**src/rtl/freq_tick_gen.sv**
```systemverilog
// Two-stage strobe divider: prescaler -> fast tick, fast-tick counter -> slow tick.
// Define FREQ_TICK_SQUARE_EN to build the 50%-duty square copies (else they are tied to 0).
module freq_tick_gen #(
  parameter int CLK_HZ  = 100_000_000,
  parameter int FAST_HZ = 1_000,
  parameter int SLOW_HZ = 1,
  localparam int DIV_FAST = CLK_HZ / FAST_HZ,
  localparam int DIV_SLOW = FAST_HZ / SLOW_HZ,
  localparam int FW = (DIV_FAST > 2) ? $clog2(DIV_FAST) : 1,
  localparam int SW = (DIV_SLOW > 2) ? $clog2(DIV_SLOW) : 1
) (
  input  logic          clk_100Mhz,
  input  logic          rst,
  input  logic          en,
  input  logic          clear,
  output logic          tick_1khz,
  output logic          tick_1hz,
  output logic          clk_1khz,
  output logic          clk_1hz,
  output logic [SW-1:0] fast_idx
);

  localparam logic [FW-1:0] PRE_MAX = FW'(DIV_FAST - 1);
  localparam logic [SW-1:0] SEC_MAX = SW'(DIV_SLOW - 1);

  if ((CLK_HZ % FAST_HZ) != 0 || DIV_FAST < 2) begin : g_bad_fast
    $error("freq_tick_gen: CLK_HZ/FAST_HZ must be an exact integer >= 2");
  end
  if ((FAST_HZ % SLOW_HZ) != 0 || DIV_SLOW < 2) begin : g_bad_slow
    $error("freq_tick_gen: FAST_HZ/SLOW_HZ must be an exact integer >= 2");
  end

  logic [FW-1:0] pre_cnt;
  logic [SW-1:0] sec_cnt;
  logic          pre_wrap, sec_last;

  assign pre_wrap = (pre_cnt == PRE_MAX);
  assign sec_last = (sec_cnt == SEC_MAX);
  assign fast_idx = sec_cnt;

  // clear outranks en, so a clear landing on the wrap cycle suppresses that strobe
  always_ff @(posedge clk_100Mhz or posedge rst) begin
    if (rst) begin
      pre_cnt   <= '0;
      sec_cnt   <= '0;
      tick_1khz <= 1'b0;
      tick_1hz  <= 1'b0;
    end else if (clear) begin
      pre_cnt   <= '0;
      sec_cnt   <= '0;
      tick_1khz <= 1'b0;
      tick_1hz  <= 1'b0;
    end else if (en) begin
      pre_cnt   <= pre_wrap ? '0 : pre_cnt + FW'(1);
      if (pre_wrap)
        sec_cnt <= sec_last ? '0 : sec_cnt + SW'(1);
      tick_1khz <= pre_wrap;
      tick_1hz  <= pre_wrap && sec_last;
    end else begin
      tick_1khz <= 1'b0;
      tick_1hz  <= 1'b0;
    end
  end

`ifdef FREQ_TICK_SQUARE_EN
  localparam logic [FW-1:0] PRE_HALF = FW'(DIV_FAST / 2 - 1);
  localparam logic [SW-1:0] SEC_HALF = SW'(DIV_SLOW / 2 - 1);

  if ((DIV_FAST % 2) != 0 || (DIV_SLOW % 2) != 0) begin : g_bad_even
    $error("freq_tick_gen: square outputs need even DIV_FAST and DIV_SLOW");
  end

  // Squares rise with their tick and fall half a period later
  always_ff @(posedge clk_100Mhz or posedge rst) begin
    if (rst) begin
      clk_1khz <= 1'b0;
      clk_1hz  <= 1'b0;
    end else if (clear) begin
      clk_1khz <= 1'b0;
      clk_1hz  <= 1'b0;
    end else if (en) begin
      if (pre_wrap)
        clk_1khz <= 1'b1;
      else if (pre_cnt == PRE_HALF)
        clk_1khz <= 1'b0;
      if (pre_wrap && sec_last)
        clk_1hz <= 1'b1;
      else if (pre_wrap && sec_cnt == SEC_HALF)
        clk_1hz <= 1'b0;
    end
  end
`else
  assign clk_1khz = 1'b0;
  assign clk_1hz  = 1'b0;
`endif

endmodule

```
**config.mk**
```make
export PLATFORM = sky130hd
export DESIGN_NAME = freq_tick_gen
export DESIGN_NICKNAME = d
export VERILOG_FILES = /design/src/rtl/freq_tick_gen.sv
export SDC_FILE = /design/constraint.sdc
export NUM_CORES = 1
export LEC_CHECK = 0
export CORE_ASPECT_RATIO = 0.6
export CORE_MARGIN = 3
export CORE_UTILIZATION = 60
export DETAILED_ROUTE_END_ITERATION = 6
export DONT_BUFFER_PORTS = 1
export GPL_ROUTABILITY_DRIVEN = 0
export GPL_TIMING_DRIVEN = 0
export PLACE_DENSITY = 0.76
export SYNTH_ARGS = -nofsm -noshare
export SYNTH_HDL_FRONTEND = slang
export SYNTH_SLANG_ARGS = --single-unit
```
**constraint.sdc**
```tcl
create_clock -name clk_100Mhz -period 2.6 [get_ports clk_100Mhz]
set_input_delay 0.78 -clock clk_100Mhz [delete_from_list [all_inputs] [get_ports clk_100Mhz]]
set_output_delay 0.78 -clock clk_100Mhz [all_outputs]
set_load 0.005 [all_outputs]
```
---- Yosys cells after proc, flatten, opt, wreduce, memory -nomap -nowiden ----
Index checks and enable logic that the tools add are counted.
storage, ports and cells
  register bits after elaboration ......... 29
  latch bits .............................. 0
  memory bits (writable) .................. 0
  memory bits (read-only) ................. 0
  output and inout port bits .............. 14
  logic and storage cells ................. 23
  memories kept ........................... 0
cells by class
  add/subtract/negate cells ............... 2
  multipliers ............................. 0
  divide/modulo/power cells ............... 0
  magnitude comparators ................... 0
  equality and inequality tests ........... 2
  shift operators ......................... 0
  multiplexer cells ....................... 11
  bitwise logic cells ..................... 0
  reductions and logical operators ........ 4
operators with widths
  kind                                           number
  two-way mux 17 bit                             3
  two-way mux 10 bit                             4
  adder 17 x 1 -> 17 bit, second input constant  1
  equality test 17 bit, second input constant    1
  adder 10 x 1 -> 10 bit, second input constant  1
  equality test 10 bit, second input constant    1
  two-way mux 1 bit                              4
  nonzero test 2 bit                             2
  AND reduction 2 bit                            1
  logical AND 1 bit                              1

---- Logic depth before layout (Yosys ltp) ----
Gate-level depths: netlist of run 1.
  word-level depth ........................ 5
  mapped depth ............................ 6

---- Least setup slack after synthesis of run 1 ----
OpenSTA, ideal clock, no wires.
  path kind ............................... input port to flip-flop
  from .................................... in clear
  to ...................................... reg pre_cnt[15]
  library setup time ...................... 0.095 ns
  arrival ................................. 1.684 ns
  path slack .............................. 0.821 ns
  stages on the path ...................... 4
  buffers on the path ..................... 0
  cells stage by stage .................... o2111ai_1 nor3_1 a221o_1 o31ai_1
on the way
  cells in the longest elaborated chain, start to end .. 1
ends and longest elaborated chain
  what                                                             line  text
  from (decl)                                                      15    input logic clear,
  two-way mux 17 bit / nonzero test 2 bit (equally long branches)  n/a
  to (signal assigned)                                             54    pre_cnt <= pre_wrap ? '0 : pre_cnt + FW'(1);
  to (decl)                                                        33    logic [FW-1:0] pre_cnt;
Parallel ways exist; a longest one is shown, timed or not.
A chain may end at the register's enable or synchronous reset.

---- Worst setup path in the final report of run 1 ----
  from .................................... reg pre_cnt[0]
  to ...................................... reg sec_cnt[4], in the netlist fast_idx[4]
on the way
  cells in the longest elaborated chain, start to end .. 3
ends and longest elaborated chain
  what                                  line  text
  equality test 17 bit                  37    assign pre_wrap = (pre_cnt == PRE_MAX);
  nonzero test 2 bit (no source line)   n/a
  AND reduction 2 bit (no source line)  n/a
  to (signal assigned)                  56    sec_cnt <= sec_last ? '0 : sec_cnt + SW'(1);
  to (decl)                             34    logic [SW-1:0] sec_cnt;
No other way between the ends.

==> results of run 1 <==
==> worst paths after layout <==
check,from,end,slack (ns)
min,pre_cnt[1],pre_cnt[1],0.57
max reg2reg,pre_cnt[0],fast_idx[4],0.64
max in group asynchronous,rst,pre_cnt[1],1.28
min reg2reg,pre_cnt[1],pre_cnt[1],0.57
max,pre_cnt[0],fast_idx[4],0.64
min in group asynchronous,rst,pre_cnt[9],0.66
==> flip-flops by register name, summed over array words and instances (netlist names) <==
register	count
tick_1hz	1
fast_idx	10
tick_1khz	1
pre_cnt	17
==> layout make-up <==
| class | count | area [sq um] |
|---|---|---|
| buffer | 8 | 40.0 |
| clock buffer | 6 | 72.6 |
| clock inverter | 2 | 10.0 |
| fill | 172 | 618 |
| inverter | 7 | 26.3 |
| multi-input combinational | 130 | 828 |
| sequential | 29 | 726 |
| tap | 30 | 37.5 |
==> metrics by stage <==
| stage | setup slack [ns] | util (%) | total power, W | area (sq um) |
|---|---|---|---|---|
| 3_3_place_gp | 0.624 | 70.3 | 0.000504 | 1660 |
| 4_1_cts | 0.649 | 73.8 | 0.000859 | 1740 |
| 2_1_floorplan | 0.821 | - | 0.000495 | 1620 |
| 5_1_grt | 0.527 | 73.8 | 0.000889 | 1740 |
| 6_report | 0.639 | 73.8 | 0.000856 | 1740 |
| 3_5_place_dp | 0.593 | 70.3 | 0.000506 | 1660 |
==> worst max-delay path, delay by kind of cell (launching register included) <==
family / cells / cell delay (ns)
DFF: 1 / 0.39
and+or+nand+nor: 3 / 1.06
AOI/OAI and AO/OA: 1 / 0.17
adders and majority gates: 1 / 0.26
==> per-layer routing <==
| layer | GRT usage, % | vias to the layer above |
|---|---|---|
| li1 | - | 656 |
| met1 | 40.3 | 665 |
| met2 | 37.3 | 87 |
| met3 | 8.28 | 4 |
| met4 | 8.46 | 0 |
| met5 | 0 | - |
==> power breakdown <==
part / switching, W / internal (W) / leakage [nW]
registers: 0.00000492 / 0.000455 / 0.403
clock network: 0.000172 / 0.000185 / 0.0450
logic: 0.0000298 / 0.00000906 / 0.212
==> cells in the final DEF, fill, tap and decap left out, drive strengths merged <==
cell / n
or4: 3
conb: 2
a2bb2oi: 1
o31ai: 3
xnor2: 10
nor2b: 2
o21ai: 6
inv: 7
and4b: 1
a221o: 1
nor4: 8
or3: 2
nand4b: 1
nand2: 13
a32o: 4
clkinv: 2
xor2: 3
o2111ai: 2
nor2: 21
nor3: 10
nor4b: 2
a21oi: 8
ha: 2
and4: 2
clkbuf: 10
a211oi: 1
nand4: 10
buf: 4
or2: 1
a31o: 1
dfrtp: 29
nand3: 5
o211ai: 5
==> cell families after synthesis <==
family	count (synthesis)
and+or+nand+nor	81
buffers and inverters	15
other	1
adders and majority gates	2
xor gates and xnor gates	13
AOI/OAI and AO/OA	32
DFF	29
==> reports/results.tsv, run 1 <==
stage	metric	value	unit
run_status	status	completed	
worst_setup_path	critPathLaunchType	flip-flop	
power	p_leak	0.660	nW
drt	remaining_drc_errors	0	
worst_setup_path	path_max_fanout	9	
worst_setup_path	ff2ff_path_depth	5	
floorplanning	dieArea	3370	sq um
grt	antenna_found_initial	0	
floorplanning	die_h	46.2	microns
drt	wl_met2	1680	microns
worst_setup_path	slowest_stage	or4_1	
layout	antenna_cells	0	
drt	dr_wl_met3	395	microns
worst_setup_path	end_kind	flip-flop	
worst_setup_path	crit_chain	ha_1 -> and4b_1 -> nand4_2 -> or4_1 -> a21oi_1	
timing	period_needed	1.96	ns
yosys	synthTopCellsByCount	dfrtp_1 (29), nor2_1 (21), nand2_1 (13)	
cts	worstSkewPairLatency	0.28	ns
power	peakVddDrop	0.000371	V
cts	cts_setup_buffers	0	
yosys	synthXorXnorAreaFrac	7.04	%
cts	cts_sinks	29	
timing	final_max_slew_viol_count	0	
layout	area_growth_syn_to_layout	7.66	%
grt	grt_pass1_wl	6760	microns
timing	tightest_slew	1.08	ns
timing	setup_violations	0	
cts	clkSlewWorstSetupHoldPaths	0.06	ns
drt	firstDrtPassIters	4	
floorplanning	rows	13	
yosys	synth_top_area_cell	dfrtp_1	
worst_setup_path	crit_arrival	2.16	ns
cts	numCtsBuffers	5	
yosys	synth_compound_area_share	13.8	%
floorplanning	ios	18	
timing	clock_skew	0.00377	ns
yosys	synth_top_family_by_area	simple AND/OR/NAND/NOR gates	
yosys	ys_seq_area_share	44.9	%
yosys	synth_area_leaders	dfrtp_1 (45%), xnor2_1 (5.4%), nor2_1 (4.9%), nand4_1 (3.5%), nor3_1 (3.1%)	
yosys	synth.avg_cell_area	9.34	sq um
yosys	synthFlopType	dfrtp_1	
timing	fin_tns_setup	0	ns
yosys	yosysMostFrequentCell	dfrtp_1	
power	power.density	492	nW/um^2
worst_hold_path	hold_path_depth	2	
yosys	synthMuxAreaShare	0	%
grt	grt_max_degree	30	
cts	cts_tree	yes	
worst_setup_path	critPathKind	flip-flop to flip-flop	
yosys	syn-cell-area	1620	sq um
grt	grt.overflow.total	0	
place	io_buffers	0	
worst_setup_path	cp.required	2.80	ns
layout	final_cells	212	
grt	grt_pass1_vias	1344	
timing	finalCritPeriodShare	75.4	%
place	hpwl	2810	microns
floorplanning	core_area	2360	sq um
yosys	synth_top_area_share	44.9	%
cts	cts_buffer_depth	2	
timing	rsz0062_at_grt	false	
timing	hold_viol	0	
timing	holdWs	0.565	ns
worst_hold_path	hold_class	flip-flop to flip-flop	
cts	h-tree-depth	2	
drt	drt-met1-wl	1840	microns
drt	antenna_left	0	
floorplanning	floorplan.initialDensity	68.5	%
cts	root_buffer	clkbuf_8	
layout	drive_gt1_share	8.24	%
yosys	synth_edf_count	0	
layout	finalNetCount	187	
job	cap_violations	0	
yosys	synth-async-reset-ratio	100	%
drt	wire_per_inst	18.6	microns
timing	fmax	0.510	GHz
place	dp.cells	204	
drt	detailroute.via_count	1412	
yosys	synth_fa_ha_area_share	1.55	%
worst_setup_path	max_stage_delay	0.53	ns
yosys	yosys_warnings	0	
grt	grt_usage	27.1	%
cts	post_cts_resized	0	
yosys	synth_cells	173	
yosys	ys_seq_elements	29	
floorplanning	die_x	73.0	microns
drt	viasPerCell	6.66	
yosys	yosys.area_share.simple	28.4	%
drt	wl	3940	microns
drt	drt_iter0_markers	185	
timing	relSlewSlack	27.7	%
cts	postCtsHoldBufs	0	
drt	top_layer_used	met4	
yosys	synth.distinct_cells	35	
No activity file was read; power rests on OpenSTA's default activity.
==> run 2, diff against run 1 <==
==> constraint.sdc (replaced) <==
create_clock -name clk_100Mhz -period 2 [get_ports clk_100Mhz]
set_input_delay 0.6 -clock clk_100Mhz [delete_from_list [all_inputs] [get_ports clk_100Mhz]]
set_output_delay 0.6 -clock clk_100Mhz [all_outputs]
set_load 0.005 [all_outputs]
==> run 2 against run 1 <==
Effect of this change:
- total power grew 30%
- combinational power grew 32%
- fmax grew 4.7%
==> reports/results.tsv, run 2 (synthesis results as in run 1) <==
stage	metric	value	unit	change
run_status	status	completed		
cts	h-tree-depth	2		unchanged
floorplanning	core_area	2360	sq um	unchanged
timing	fin_tns_setup	0	ns	unchanged
grt	grt.overflow.total	0		unchanged
worst_setup_path	end_kind	flip-flop		
timing	period_needed	1.87	ns	-0.0880 ns
timing	tightest_slew	1.12	ns	+0.0324 ns
grt	grt_pass1_vias	1344		unchanged
drt	wl	3980	microns	+1.0%
cts	postCtsHoldBufs	0		unchanged
timing	finalCritPeriodShare	93.7	%	+18 points
timing	hold_viol	0		unchanged
timing	holdWs	0.499	ns	-0.0660 ns
drt	remaining_drc_errors	0		unchanged
worst_setup_path	crit_arrival	2.07	ns	-0.09 ns
job	cap_violations	0		unchanged
place	io_buffers	0		unchanged
timing	worst_slack	0.127	ns	-0.512 ns
layout	antenna_cells	0		unchanged
drt	viasPerCell	6.75		+1.4%
worst_setup_path	cp.required	2.20	ns	-0.60 ns
floorplanning	rows	13		unchanged
power	power.density	632	nW/um^2	+28%
layout	regMostFlops	pre_cnt		
grt	grt_usage	27.1	%	unchanged
layout	drive_gt1_share	9.89	%	+1.6 points
drt	wire_per_inst	18.8	microns	+1.0%
worst_setup_path	critPathKind	flip-flop to flip-flop		
worst_hold_path	hold_class	input pin to asynchronous set/reset pin		
timing	setup_violations	0		unchanged
grt	grt_max_degree	30		unchanged
cts	clkSlewWorstSetupHoldPaths	0.06	ns	about the same
cts	post_cts_resized	0		unchanged
worst_setup_path	rrSetupSlack	0.13	ns	-0.51 ns
power	peakVddDrop	0.000485	V	+31%
floorplanning	die_x	73.0	microns	unchanged
grt	antenna_found_initial	0		unchanged
layout	area_growth_syn_to_layout	8.75	%	
drt	detailroute.via_count	1432		+1.4%
worst_setup_path	path_max_fanout	5		-4
power	p_leak	0.664	nW	+0.56%
cts	cts_sinks	29		unchanged
floorplanning	floorplan.initialDensity	68.5	%	unchanged
cts	cts_setup_buffers	0		unchanged
timing	rsz0062_at_grt	false		
drt	drt_iter0_markers	175		-5.4%
place	pre_cts_ws	0.0563	ns	-0.537 ns
timing	relSlewSlack	25.5	%	-2.2 points
timing	clock_skew	0.00314	ns	-0.000630 ns
timing	fmax	0.534	GHz	+4.7%
layout	mostFrequentLayoutCells	dfrtp_1 (29), nor2_1 (21), nand2_1 (13)		
drt	firstDrtPassIters	4		unchanged
drt	antenna_left	0		unchanged
cts	numCtsBuffers	5		unchanged
layout	layout_commonest_cell	dfrtp_1		
layout	largest_reg_flops	17		unchanged
floorplanning	ios	18		unchanged
floorplanning	die_h	46.2	microns	unchanged
power	p_total	0.00111	W	+30%
layout	fill_cells	170		-1.2%
place	hpwl	2810	microns	unchanged
layout	finalNetCount	187		unchanged
timing	final_max_slew_viol_count	0		unchanged
layout	final_core_util	74.5	%	+0.74 points
cts	worstSkewPairLatency	0.28	ns	about the same
floorplanning	dieArea	3370	sq um	unchanged
cts	root_buffer	clkbuf_8		
cts	cts_buffer_depth	2		unchanged
worst_setup_path	critPathLaunchType	flip-flop		
grt	grt_pass1_wl	6760	microns	unchanged
cts	cts_tree	yes		
-- run 2: layer usage --
layer / track usage [%] / up-vias / part of all wire, %
met1: 40.3 / 684 / 45
li1: - / 657 / -
met4: 8.46 / 0 / 0.70
met3: 8.28 / 4 / 12
met2: 37.3 / 87 / 42
met5: 0 / - / 0
-- run 2: where the power goes --
| part | internal (W) | total (W) | switching [W] | leakage [nW] |
|---|---|---|---|---|
| combinational | 0.0000120 | 0.0000513 | 0.0000393 | 0.215 |
| clock | 0.000240 | 0.000461 | 0.000220 | 0.0450 |
| sequential | 0.000592 | 0.000598 | 0.00000686 | 0.403 |
-- run 2: final timing paths --
check                            start          end  depth (start not counted)
min                                rst   pre_cnt[9]                          1
max reg2reg                 pre_cnt[0]  fast_idx[0]                          5
max in group asynchronous          rst   pre_cnt[1]                          1
min reg2reg                pre_cnt[15]  pre_cnt[15]                          1
max                         pre_cnt[0]  fast_idx[0]                          5
min in group clk_100Mhz    pre_cnt[15]  pre_cnt[15]                          1
-- run 2: area by class of cell --
cell class	instances	area [sq um]	area share, %
clock inverters	2	10.0	0.569
flip-flops and latches	29	726	41.3
clock buffers	6	72.6	4.13
plain buffers	8	40.0	2.28
inverters	7	26.3	1.49
well taps	30	37.5	2.14
multi-input cells	130	846	48.1
-- run 2: worst max-delay path, stage by stage (launching register included) --
cell     delay [ns]
dfrtp_1        0.40
ha_2           0.24
and4b_2        0.29
nand4_1        0.19
or4_1          0.51
a21oi_1        0.16
-- run 2: per-stage QoR --
stage / std cells / instance area [sq um]
2_1_floorplan: 174 / 1620
3_3_place_gp: 204 / 1660
3_5_place_dp: 204 / 1660
4_1_cts: 212 / 1740
5_1_grt: 212 / 1760
6_report: 212 / 1760
==> run 3, diff against run 2 <==
--- a/config.mk
+++ b/config.mk
@@ -5,14 +5,17 @@
 export SDC_FILE = /design/constraint.sdc
 export NUM_CORES = 1
 export LEC_CHECK = 0
+export CELL_PAD_IN_SITES_DETAIL_PLACEMENT = 2
+export CELL_PAD_IN_SITES_GLOBAL_PLACEMENT = 2
 export CORE_ASPECT_RATIO = 0.6
 export CORE_MARGIN = 3
-export CORE_UTILIZATION = 60
+export CORE_UTILIZATION = 39
 export DETAILED_ROUTE_END_ITERATION = 6
 export DONT_BUFFER_PORTS = 1
 export GPL_ROUTABILITY_DRIVEN = 0
 export GPL_TIMING_DRIVEN = 0
-export PLACE_DENSITY = 0.76
+export PLACE_DENSITY_LB_ADDON = 0.1
+export SLEW_MARGIN = 20
 export SYNTH_ARGS = -nofsm -noshare
 export SYNTH_HDL_FRONTEND = slang
 export SYNTH_SLANG_ARGS = --single-unit
==> run 3 against run 2 <==
Effect of this change:
- sequential power about the same
- setup slack worse by 0.047 ns
- fmax down 2.5%
==> reports/results.tsv, run 3 (synthesis results as in run 1) <==
stage	metric	value	unit	change
run_status	status	completed		
timing	fmax	0.521	GHz	-2.5%
timing	period_needed	1.92	ns	+0.0471 ns
worst_hold_path	hold_class	input pin to asynchronous set/reset pin		
cts	cts_sinks	29		unchanged
place	pre_cts_ws	0.000410	ns	-0.0559 ns
floorplanning	core_area	3830	sq um	+62%
floorplanning	dieArea	4980	sq um	+48%
timing	hold_viol	0		unchanged
drt	firstDrtPassIters	4		unchanged
grt	grt.overflow.total	0		unchanged
cts	numCtsBuffers	5		unchanged
layout	mostFrequentLayoutCells	dfrtp_1 (29), nor2_1 (21), nand2_1 (13)		
place	dp.cells	221		+8.3%
drt	detailroute.via_count	1442		+0.70%
layout	layout_commonest_cell	dfrtp_1		
timing	finalCritPeriodShare	96.0	%	+2.4 points
timing	final_max_slew_viol_count	0		unchanged
cts	cts_tree	yes		
layout	finalNetCount	187		unchanged
place	io_buffers	0		unchanged
timing	tightest_slew	0.642	ns	-0.474 ns
grt	antenna_found_initial	0		unchanged
layout	final_cells	229		+8.0%
grt	grt_pass1_wl	8540	microns	+26%
floorplanning	die_x	89.1	microns	+22%
cts	root_buffer	clkbuf_8		
layout	drive_gt1_share	11.5	%	+1.6 points
worst_setup_path	max_stage_delay	0.52	ns	about the same
power	power.density	669	nW/um^2	+5.9%
timing	setup_violations	0		unchanged
worst_setup_path	slowest_stage	or4_1		
worst_setup_path	end_kind	flip-flop		
worst_setup_path	crit_arrival	2.12	ns	+0.05 ns
worst_setup_path	crit_chain	nor4b_4 -> nand4_4 -> or4_1 -> a21oi_1		
cts	cts_buffer_depth	2		unchanged
floorplanning	ios	18		unchanged
floorplanning	floorplan.initialDensity	42.2	%	-26 points
floorplanning	die_h	55.9	microns	+21%
worst_setup_path	critPathKind	flip-flop to flip-flop		
worst_setup_path	critPathLaunchType	flip-flop		
timing	clock_skew	0.00243	ns	-0.000711 ns
worst_setup_path	path_max_fanout	9		+4
layout	final_core_util	47.1	%	-27 points
grt	grt_usage	22.5	%	-4.6 points
cts	worstSkewPairLatency	0.28	ns	about the same
timing	worst_slack	0.0795	ns	-0.0471 ns
cts	post_cts_resized	1		+1
drt	remaining_drc_errors	0		unchanged
worst_setup_path	cp.required	2.20	ns	about the same
cts	h-tree-depth	2		unchanged
layout	area_growth_syn_to_layout	11.5	%	
grt	grt_pass1_vias	1618		+20%
power	peakVddDrop	0.000411	V	-15%
layout	antenna_cells	0		unchanged
layout	fill_cells	418		+150%
place	hpwl	3630	microns	+29%
timing	relSlewSlack	57.2	%	+32 points
job	cap_violations	0		unchanged
cts	postCtsHoldBufs	0		unchanged
layout	regMostFlops	pre_cnt		
floorplanning	rows	17		+4
power	p_leak	0.673	nW	+1.4%
cts	cts_setup_buffers	0		unchanged
drt	antenna_left	0		unchanged
drt	drt_iter0_markers	71		-59%
layout	largest_reg_flops	17		unchanged
cts	clkSlewWorstSetupHoldPaths	0.07	ns	about the same
worst_setup_path	crit_family	simple AND/OR/NAND/NOR gates		
grt	grt_max_degree	30		unchanged
drt	wire_per_inst	22.0	microns	+17%
drt	viasPerCell	6.30		-6.8%
drt	wl	5040	microns	+27%
worst_setup_path	critPathBufInv	0		unchanged
-- run 3: changes by cell type in the layout (fill, tap and decap cells not counted) --
cell      change
clkbuf_1      -1
clkinv_2      -1
clkbuf_8      +2
inv_2         +1
o21ai_1       -1
inv_1         -1
o21ai_2       +1
-- run 3: worst register-to-register path, stage by stage (launching register included) --
cell and delay, ns:
dfrtp_1 0.47, nor4b_4 0.44, nand4_4 0.23, or4_1 0.52, a21oi_1 0.18
-- run 3: layer usage --
metal  wire length (microns)  global-route usage (%)  vias to the layer above
met5                       0                       0                        -
met3                     251                    6.51                        5
met1                    2530                    33.5                      738
met4                      40                    5.10                        0
met2                    2230                    32.1                       36
li1                        -                       -                      663
-- run 3: stage by stage --
| stage | TNS (ns) | hold slack, ns | instance area [sq um] | total power [W] |
|---|---|---|---|---|
| 3_5_place_dp | 0 | 0.562 | 1680 | 0.000662 |
| 5_1_grt | -0.0354 | 0.324 | 1800 | 0.00125 |
| 3_3_place_gp | 0 | 0.536 | 1680 | 0.000659 |
| 4_1_cts | 0 | 0.307 | 1780 | 0.00121 |
| 2_1_floorplan | 0 | 0.494 | 1620 | 0.000644 |
| 6_report | 0 | 0.274 | 1800 | 0.00120 |
-- run 3: worst paths after layout --
check	endpoint	start	slack, ns	cells after the start
worst max-delay path	fast_idx[4]	pre_cnt[5]	0.08	4
worst min-delay path	pre_cnt[9]	rst	0.27	1
worst max register to register	fast_idx[4]	pre_cnt[5]	0.08	4
worst min register to register	pre_cnt[15]	pre_cnt[15]	0.56	1
max in group asynchronous	fast_idx[0]	rst	1.30	1
min in group clk_100Mhz	pre_cnt[15]	pre_cnt[15]	0.56	1
-- run 3: final cells by class --
class	instances	area (sq um)	share of cell area [%]
multi-input combinational	130	850	47.2
buffer	8	40.0	2.22
clock inverter	1	5.00	0.278
clock buffer	7	96.3	5.35
inverter	7	26.3	1.46
sequential	29	726	40.3
tap	47	58.8	3.26
-- run 3: where the power goes --
part           internal (W)  leakage (nW)  switching, W   total, W
registers          0.000591         0.403    0.00000723   0.000598
logic             0.0000122         0.216     0.0000421  0.0000543
clock network      0.000311        0.0542      0.000241   0.000552
total              0.000914         0.673      0.000290    0.00120
